**src/rtl/pe_operand_feeder_pkg.sv**
```systemverilog
// Shared definitions for the PE operand feeder: operand width and FSM state encoding.
package pe_operand_feeder_pkg;

  localparam int ACC_DATA_W = 32;

  typedef enum logic [1:0] {
    S_IDLE  = 2'd0,
    S_FEED  = 2'd1,
    S_DRAIN = 2'd2,
    S_DONE  = 2'd3
  } state_e;

endpackage

```
**src/rtl/pe_operand_feeder_skew_line.sv**
```systemverilog
// DEPTH-register shift line carrying {valid, a, b} for one lane of the systolic skew.
module skew_line #(
  parameter int DATA_W = 32,
  parameter int DEPTH  = 1
) (
  input  logic              clk,
  input  logic              rst_n,
  input  logic              in_vld,
  input  logic [DATA_W-1:0] in_a,
  input  logic [DATA_W-1:0] in_b,
  output logic              out_vld,
  output logic [DATA_W-1:0] out_a,
  output logic [DATA_W-1:0] out_b
);

  logic [DEPTH-1:0]             vld_pipe;
  logic [DEPTH-1:0][DATA_W-1:0] a_pipe;
  logic [DEPTH-1:0][DATA_W-1:0] b_pipe;

  always_ff @(posedge clk or negedge rst_n) begin
    if (!rst_n) begin
      vld_pipe <= '0;
      a_pipe   <= '0;
      b_pipe   <= '0;
    end else begin
      vld_pipe[0] <= in_vld;
      a_pipe[0]   <= in_a;
      b_pipe[0]   <= in_b;
      for (int d = 1; d < DEPTH; d++) begin
        vld_pipe[d] <= vld_pipe[d-1];
        a_pipe[d]   <= a_pipe[d-1];
        b_pipe[d]   <= b_pipe[d-1];
      end
    end
  end

  assign out_vld = vld_pipe[DEPTH-1];
  assign out_a   = a_pipe[DEPTH-1];
  assign out_b   = b_pipe[DEPTH-1];

endmodule

```
**src/rtl/pe_operand_feeder.sv**
```systemverilog
// Feeds skewed A/B operand streams into a row of N MAC PEs; lane i lags by i extra cycles.
// Optional FEEDER_BUBBLE_CNT_EN adds a saturating count of starved FEED cycles (bubble_cnt).
module pe_operand_feeder
  import pe_operand_feeder_pkg::*;
#(
  parameter int DATA_W = ACC_DATA_W,
  parameter int N      = 4,
  parameter int KW     = 8
) (
  input  logic                clk,
  input  logic                rst_n,
  input  logic                start,
  input  logic [KW-1:0]       k_len,
  input  logic                s_valid,
  output logic                s_ready,
  input  logic [N*DATA_W-1:0] s_a,
  input  logic [N*DATA_W-1:0] s_b,
  output logic [N*DATA_W-1:0] pe_a,
  output logic [N*DATA_W-1:0] pe_b,
  output logic [N-1:0]        pe_valid,
  output logic                busy,
`ifdef FEEDER_BUBBLE_CNT_EN
  output logic [15:0]         bubble_cnt,
`endif
  output logic                done
);

  localparam int DCW = (N > 1) ? $clog2(N) : 1;

  state_e         state;
  logic [KW-1:0]  k_q;
  logic [KW-1:0]  beat_cnt;
  logic [DCW-1:0] drain_cnt;
  logic           hs;

  assign s_ready = (state == S_FEED);
  assign hs      = s_valid & s_ready;
  assign busy    = (state != S_IDLE);
  assign done    = (state == S_DONE);

  always_ff @(posedge clk or negedge rst_n) begin
    if (!rst_n) begin
      state     <= S_IDLE;
      k_q       <= '0;
      beat_cnt  <= '0;
      drain_cnt <= '0;
    end else begin
      case (state)
        S_IDLE: if (start) begin
          k_q       <= k_len;
          beat_cnt  <= '0;
          drain_cnt <= '0;
          state     <= (k_len == '0) ? S_DONE : S_FEED;
        end
        // Leave on the k_len-th beat; the counter tops out at k_len, so no wrap at 2^KW-1.
        S_FEED: if (hs) begin
          beat_cnt <= beat_cnt + KW'(1);
          if (beat_cnt + KW'(1) == k_q) state <= S_DRAIN;
        end
        S_DRAIN: begin
          if (drain_cnt == DCW'(N-1)) state <= S_DONE;
          else drain_cnt <= drain_cnt + DCW'(1);
        end
        default: state <= S_IDLE;
      endcase
    end
  end

`ifdef FEEDER_BUBBLE_CNT_EN
  always_ff @(posedge clk or negedge rst_n) begin
    if (!rst_n)                                  bubble_cnt <= '0;
    else if (state == S_IDLE && start)           bubble_cnt <= '0;
    else if (state == S_FEED && !s_valid && bubble_cnt != 16'hFFFF)
                                                 bubble_cnt <= bubble_cnt + 16'd1;
  end
`endif

  // Non-handshake cycles inject zero operands so the PEs accumulate nothing.
  logic [N-1:0][DATA_W-1:0] a_in, b_in;
  assign a_in = hs ? s_a : '0;
  assign b_in = hs ? s_b : '0;

  for (genvar i = 0; i < N; i++) begin : g_lane
    skew_line #(.DATA_W(DATA_W), .DEPTH(i + 1)) u_skew (
      .clk     (clk),
      .rst_n   (rst_n),
      .in_vld  (hs),
      .in_a    (a_in[i]),
      .in_b    (b_in[i]),
      .out_vld (pe_valid[i]),
      .out_a   (pe_a[i*DATA_W +: DATA_W]),
      .out_b   (pe_b[i*DATA_W +: DATA_W])
    );
  end

endmodule

```
**config.mk**
```make
export PLATFORM = sky130hd
export DESIGN_NAME = pe_operand_feeder
export DESIGN_NICKNAME = d
export VERILOG_FILES = /design/src/rtl/pe_operand_feeder_pkg.sv /design/src/rtl/pe_operand_feeder_skew_line.sv /design/src/rtl/pe_operand_feeder.sv
export SDC_FILE = /design/constraint.sdc
export NUM_CORES = 1
export LEC_CHECK = 0
export ABC_AREA = 1
export BUFFER_PORTS_ARGS = -buffer_cell sky130_fd_sc_hd__buf_4
export CORE_AREA = 2 2 208 210
export DETAILED_ROUTE_END_ITERATION = 10
export DIE_AREA = 0 0 210 212
export GPL_TIMING_DRIVEN = 0
export PLACE_DENSITY = 0.8
export SLEW_MARGIN = 20
export SYNTH_ARGS = -nofsm -noshare
export SYNTH_HDL_FRONTEND = slang
export SYNTH_SLANG_ARGS = --single-unit
```
**constraint.sdc**
```tcl
create_clock -name clk -period 2.6 [get_ports clk]
set_input_delay 0.13 -clock clk [delete_from_list [all_inputs] [get_ports clk]]
set_output_delay 0.13 -clock clk [all_outputs]
set_load 0.01 [all_outputs]
```
# Word level (Yosys, flattened, before mapping)
# Cells that the tools add are included.
# word_totals
regBits	670
inputBits	268
out_inout_bits	263
word_cells	64
# op_classes
addsub	2
n_eq_ne	10
muxes	14
bitwise_logic	1
n_reduce_logical	9
# op_table
cell	count
2-to-1 mux 128 bit	2
2-to-1 mux 8 bit	2
case mux 8 bit (2 select lines)	1
2-to-1 mux 2 bit	7
adder 8 x 1 -> 8 bit, second input constant	1
== test 8 bit	1
logical NOT 8 bit	1
== test 2 bit, second input constant	3
!= test 2 bit, second input constant	3
case mux 2 bit (3 select lines)	1
AND reduction 3 bit	2
nonzero test 2 bit	3
!= test 2 x 1 -> 1 bit, second input constant	2
case mux 2 bit (2 select lines)	1
AND reduction 4 bit	1
adder 2 x 1 -> 2 bit, second input constant	1
== test 2 x 1 -> 1 bit, second input constant	1
logical NOT 2 bit	1
AND reduction 2 bit	1
bitwise AND 1 bit	1

# Depth between registers and ports, before layout
# logic_depth
depth_word	5
mapped_depth	13
depth_no_buf	13

# Modules after synthesis
# A second synthesis with hierarchy kept.
# hier_totals
hier_cells	1539
hier_area_um2	20970.1
# modules_own_cells
mod	instances	cells_each	area_each_um2	seq_area_each_um2
skew_line at g_lane[3].u_skew	1	324	6986.7	6506.2
skew_line at g_lane[2].u_skew	1	259	5360.1	4879.7
skew_line at g_lane[1].u_skew	1	194	3733.6	3253.1
pe_operand_feeder	1	697	3263.1	500.5
skew_line at g_lane[0].u_skew	1	65	1626.6	1626.6

# Least setup slack after synthesis
# Ideal clock, no wire load.
# synth_timing
path_type	register to register
startpoint	register state[1]
endpoint	register g_lane[3].u_skew.b_pipe[10] in the netlist's numbering
setup_ns	0.131
arrival_ns	1.448
t_required_ns	2.469
path_slack_ns	1.021
path_stages_with_launch	7
n_path_buf	2
period_less_slack_ns	1.579
path_cell_list	dfrtp_1 -> inv_1 -> ha_1 -> nand2_1 -> clkbuf_1 -> clkbuf_1 -> nor2_1
# synth_rtl
item	line_no	text
start: declaration	pe_operand_feeder.sv:30	state_e state;
start signal: assignment	pe_operand_feeder.sv:53	state <= (k_len == '0) ? S_DONE : S_FEED;
end signal: indexed assignment	pe_operand_feeder_skew_line.sv:32	b_pipe[d] <= b_pipe[d-1];
end: declaration	pe_operand_feeder_skew_line.sv:18	logic [DEPTH-1:0][DATA_W-1:0] b_pipe;

==> flow_metrics.py <==
metrics = {
    "cells_and_area": {
        "layout-drive-gt1-share_pct": 34.54,
        "areaGrowthSynthToFinish_pct": 45.79,
        "mostFrequentLayoutCells": "buf_4, dfrtp_1, inv_1",
        "finalInstanceArea_um2": 30390,
        "net_count_final": 2682,
        "mostFrequentLayoutCell": "buf_4",
    },
    "sta": {
        "unrepaired_setup_endpoints_after_global_routing": "no",
        "maxClockFrequency_mhz": 416.0,
        "timing_hold_violations_final": 0,
        "slew_headroom_pct": 54.62,
        "setup-violations-final": 0,
        "max_slew.worst_pin.slew_ns": 0.6806,
        "fin_worst_skew_ns": 0.03094,
        "period_needed_ns": 2.404,
        "timing.final.crit_share_pct": 92.46,
        "drv_slew": 0,
    },
    "clock_tree": {
        "clock_insertion_delay_worst_skew_ns": 0.61,
        "cts_buffer_depth": 3,
        "clock_sink_count": 664,
        "cts-htree-levels": 2,
        "clkTransAtPathRegs_ns": 0.07,
        "cts_root_buffer": "clkbuf_16",
        "number_of_buffers_created_by_cts": 61,
        "tritoncts_clock_tree": "done",
    },
    "grt": {
        "globalRoute.totalOverflow": 0,
        "grt_start_max_net_pins": 107,
        "global_router_s_overall_resource_usage_pct": 26.08,
        "antenna_found_initial": 3,
        "grt_pass1_vias": 15610,
        "grt_pass1_wl_um": 87400,
    },
    "setup_path": {
        "crit_fanout": 10,
        "critical_path.startpoint_type": "flop",
        "r2r_setup_slack_ns": 0.20,
        "worst_ep_arrival_ns": 2.84,
        "slowest_stage": "clkbuf_1",
        "timing.critical_path.cells": "inv_1 > ha_1 > nand2_1 > clkbuf_2 > clkbuf_1 > nor2_1",
        "crit_path_end_kind": "flop",
        "longest_individual_stage_delay_on_the_worst_path_ns": 0.51,
        "r2r-end": "g_lane[1].u_skew.a_pipe[24]",
        "crit_cells": 6,
        "worst_r2r_path_depth": 6,
        "crit-reg2reg-launch": "state[1]",
        "timing_worst_setup_path_type": "reg -> reg",
        "timing.critical_path.required_ns": 3.03,
        "path_delay_family": "buffers and inverters",
        "wp_buf_inv": 3,
        "critPathLaunch": "state[1]",
    },
    "hold_path": {
        "hp-start": "start",
        "hold_path_class": "in -> reg",
        "holdPathStages": 4,
        "min_delay_worst_endpoint": "drain_cnt[1]",
    },
    "placed_design": {
        "gp_congestion": 0.8979,
        "hpwlAfterDp_um": 30220,
        "port_bufs": 530,
        "dpl-instance-area_um2": 25680,
    },
    "logic_synthesis": {
        "syn_nets": 1815,
        "synth-edff-count": 0,
        "synth_top_family_by_area": "buffers and inverters",
        "post_synth_mux_area_share_pct": 0.1621,
        "synthXorXnorAreaFrac_pct": 0.08404,
        "post_synth_inst_count": 1541,
        "synth_seq_cells": 664,
        "synth.cell_area_um2": 20840,
        "yosys_most_used_dff": "dfrtp_1",
        "synth_compound_gate_area_share_pct": 0.6363,
        "ys_types": 27,
        "async_reset_ff_share_pct": 100.0,
        "synth_sequential_area_ratio_pct": 79.72,
        "synthesis.yosys.warnings": 0,
        "synthAdderAreaFrac_pct": 0.3602,
        "synthesis.area_per_instance_um2": 13.53,
        "synth-simple-area-share_pct": 6.399,
    },
    "floorplan": {
        "fp.dieH_um": 212,
        "number_of_rows_created_at_floorplan": 76,
        "die_x_um": 210,
        "io-pin-count": 531,
        "floorplan.core_area_um2": 42510,
        "floorplan.initialDensity_pct": 49.04,
        "die-area_um2": 44520,
    },
    "flow_run": {
        "max_cap_violations": 0,
    },
    "drt": {
        "drc_errors": 0,
        "drt_iter0_markers": 1165,
        "drt.antenna.violating_nets": 0,
        "first_pass_iters": 7,
        "detail_route.vias_per_cell": 4.556,
        "wire_per_inst_um": 19.20,
        "detailroute.via_count": 13690,
        "wirelength_um": 57720,
    },
    "power_and_ir_drop": {
        "power_density_nw_per_um2": 849.6,
        "overall_power_of_the_completed_layout_mw": 25.82,
        "vdd_ir_drop_max_mv": 0.8598,
        "cellLeakagePower_nw": 17.35,
    },
    "run_status": {
        "run_status": "finished, final reports clean",
    },
}
==> layer usage <==
metal	share of wire (%)	routed length, µm	track usage, %
met1	35	20060	28.23
met2	54	31320	48.16
met3	6.2	3593	6.307
met4	4.8	2752	12.35
met5	0	0	0
==> logic make-up after synthesis <==
logic type                 count (synthesis)
adders and majority gates                  6
AOI/OAI and AO/OA                         23
DFF                                      664
xor gates and xnor gates                   2
and+or+nand+nor                          337
muxes                                      3
buffers and inverters                    506
==> through the flow <==
stage	TNS [ns]	setup WS, ns	cells	hold WS (ns)	util [%]
after floorplan	0	1.021	1541	-0.1656	-
after global placement	-3432.40	-5.275	2617	0.3311	60.01
after global routing	0	0.07614	3004	0.1243	71.48
after CTS	0	0.003399	3001	0.07109	71.46
after detailed placement	-1.936	-0.2908	2623	0.1635	60.41
final	0	0.1961	3006	0.09091	71.49
==> tightest hold or removal path, stage by stage <==
cell and delay, ns:
buf_4 0.13, nor2_1 0.16, a211oi_1 0.10, o21ai_0 0.14
==> how the worst max path moves through the flow <==
stage | endpoint | slack, ns
floorplan | g_lane[3].u_skew.b_pipe[10] | 1.02
global placement | g_lane[1].u_skew.a_pipe[6] | -5.27
detailed placement | g_lane[0].u_skew.out_b[5] | -0.29
CTS | g_lane[0].u_skew.out_b[5] | 0.003
global route | g_lane[0].u_skew.out_b[19] | 0.08
finish | g_lane[1].u_skew.a_pipe[24] | 0.20
==> flip-flops by register name (all words and copies together) (netlist names) <==
register and cells:
g_lane.u_skew.a_pipe 192, g_lane.u_skew.b_pipe 192, g_lane.u_skew.out_a 128, g_lane.u_skew.out_b 128
beat_cnt 8, k_q 8, g_lane.u_skew.vld_pipe 4, drain_cnt 2
state 2
==> report_power, final <==
group | switching, mW | internal [mW]
Sequential | 0.580 | 11.8
Clock | 3.91 | 5.14
Combinational | 2.23 | 2.16
Total | 6.72 | 19.1
==> cell usage after synthesis (2+ instances only) <==
library cell | instances | share of area [%]
dfrtp_1 | 664 | 80
inv_1 | 280 | 5.0
nor2_1 | 270 | 4.9
buf_4 | 196 | 7.1
nand2_1 | 33 | 0.59
clkbuf_1 | 28 | 0.50
nand3_1 | 22 | 0.53
o21ai_0 | 7 | 0.17
a21oi_1 | 6 | 0.14
ha_1 | 6 | 0.36
nand2_2 | 5 | 0.15
o22ai_1 | 4 | 0.12
mux2_2 | 3 | 0.16
nor2_2 | 2 | 0.060
nor2_4 | 2 | 0.11
nor4_1 | 2 | 0.060
==> final cells by class <==
cell class | instances | area [µm²]
fillers | 2428 | 12120
diodes | 5 | 12.51
flip-flops and latches | 664 | 16620
plain buffers | 225 | 1585
inverters | 281 | 1055
clock buffers | 88 | 1778
clock inverters | 22 | 232.7
multi-input cells | 371 | 1593
repair buffers | 804 | 6834
well taps | 546 | 683.2
==> timing repair <==
item / in CTS / in global routing
hold buffers: 268 / 0
resized for setup: 3 / 2
hold endpoints to repair: 348 / 0
setup buffers: 0 / 0
cloned: 0 / 0
setup endpoints to repair: 22 / 3
No activity file was read; power rests on OpenSTA's default activity.
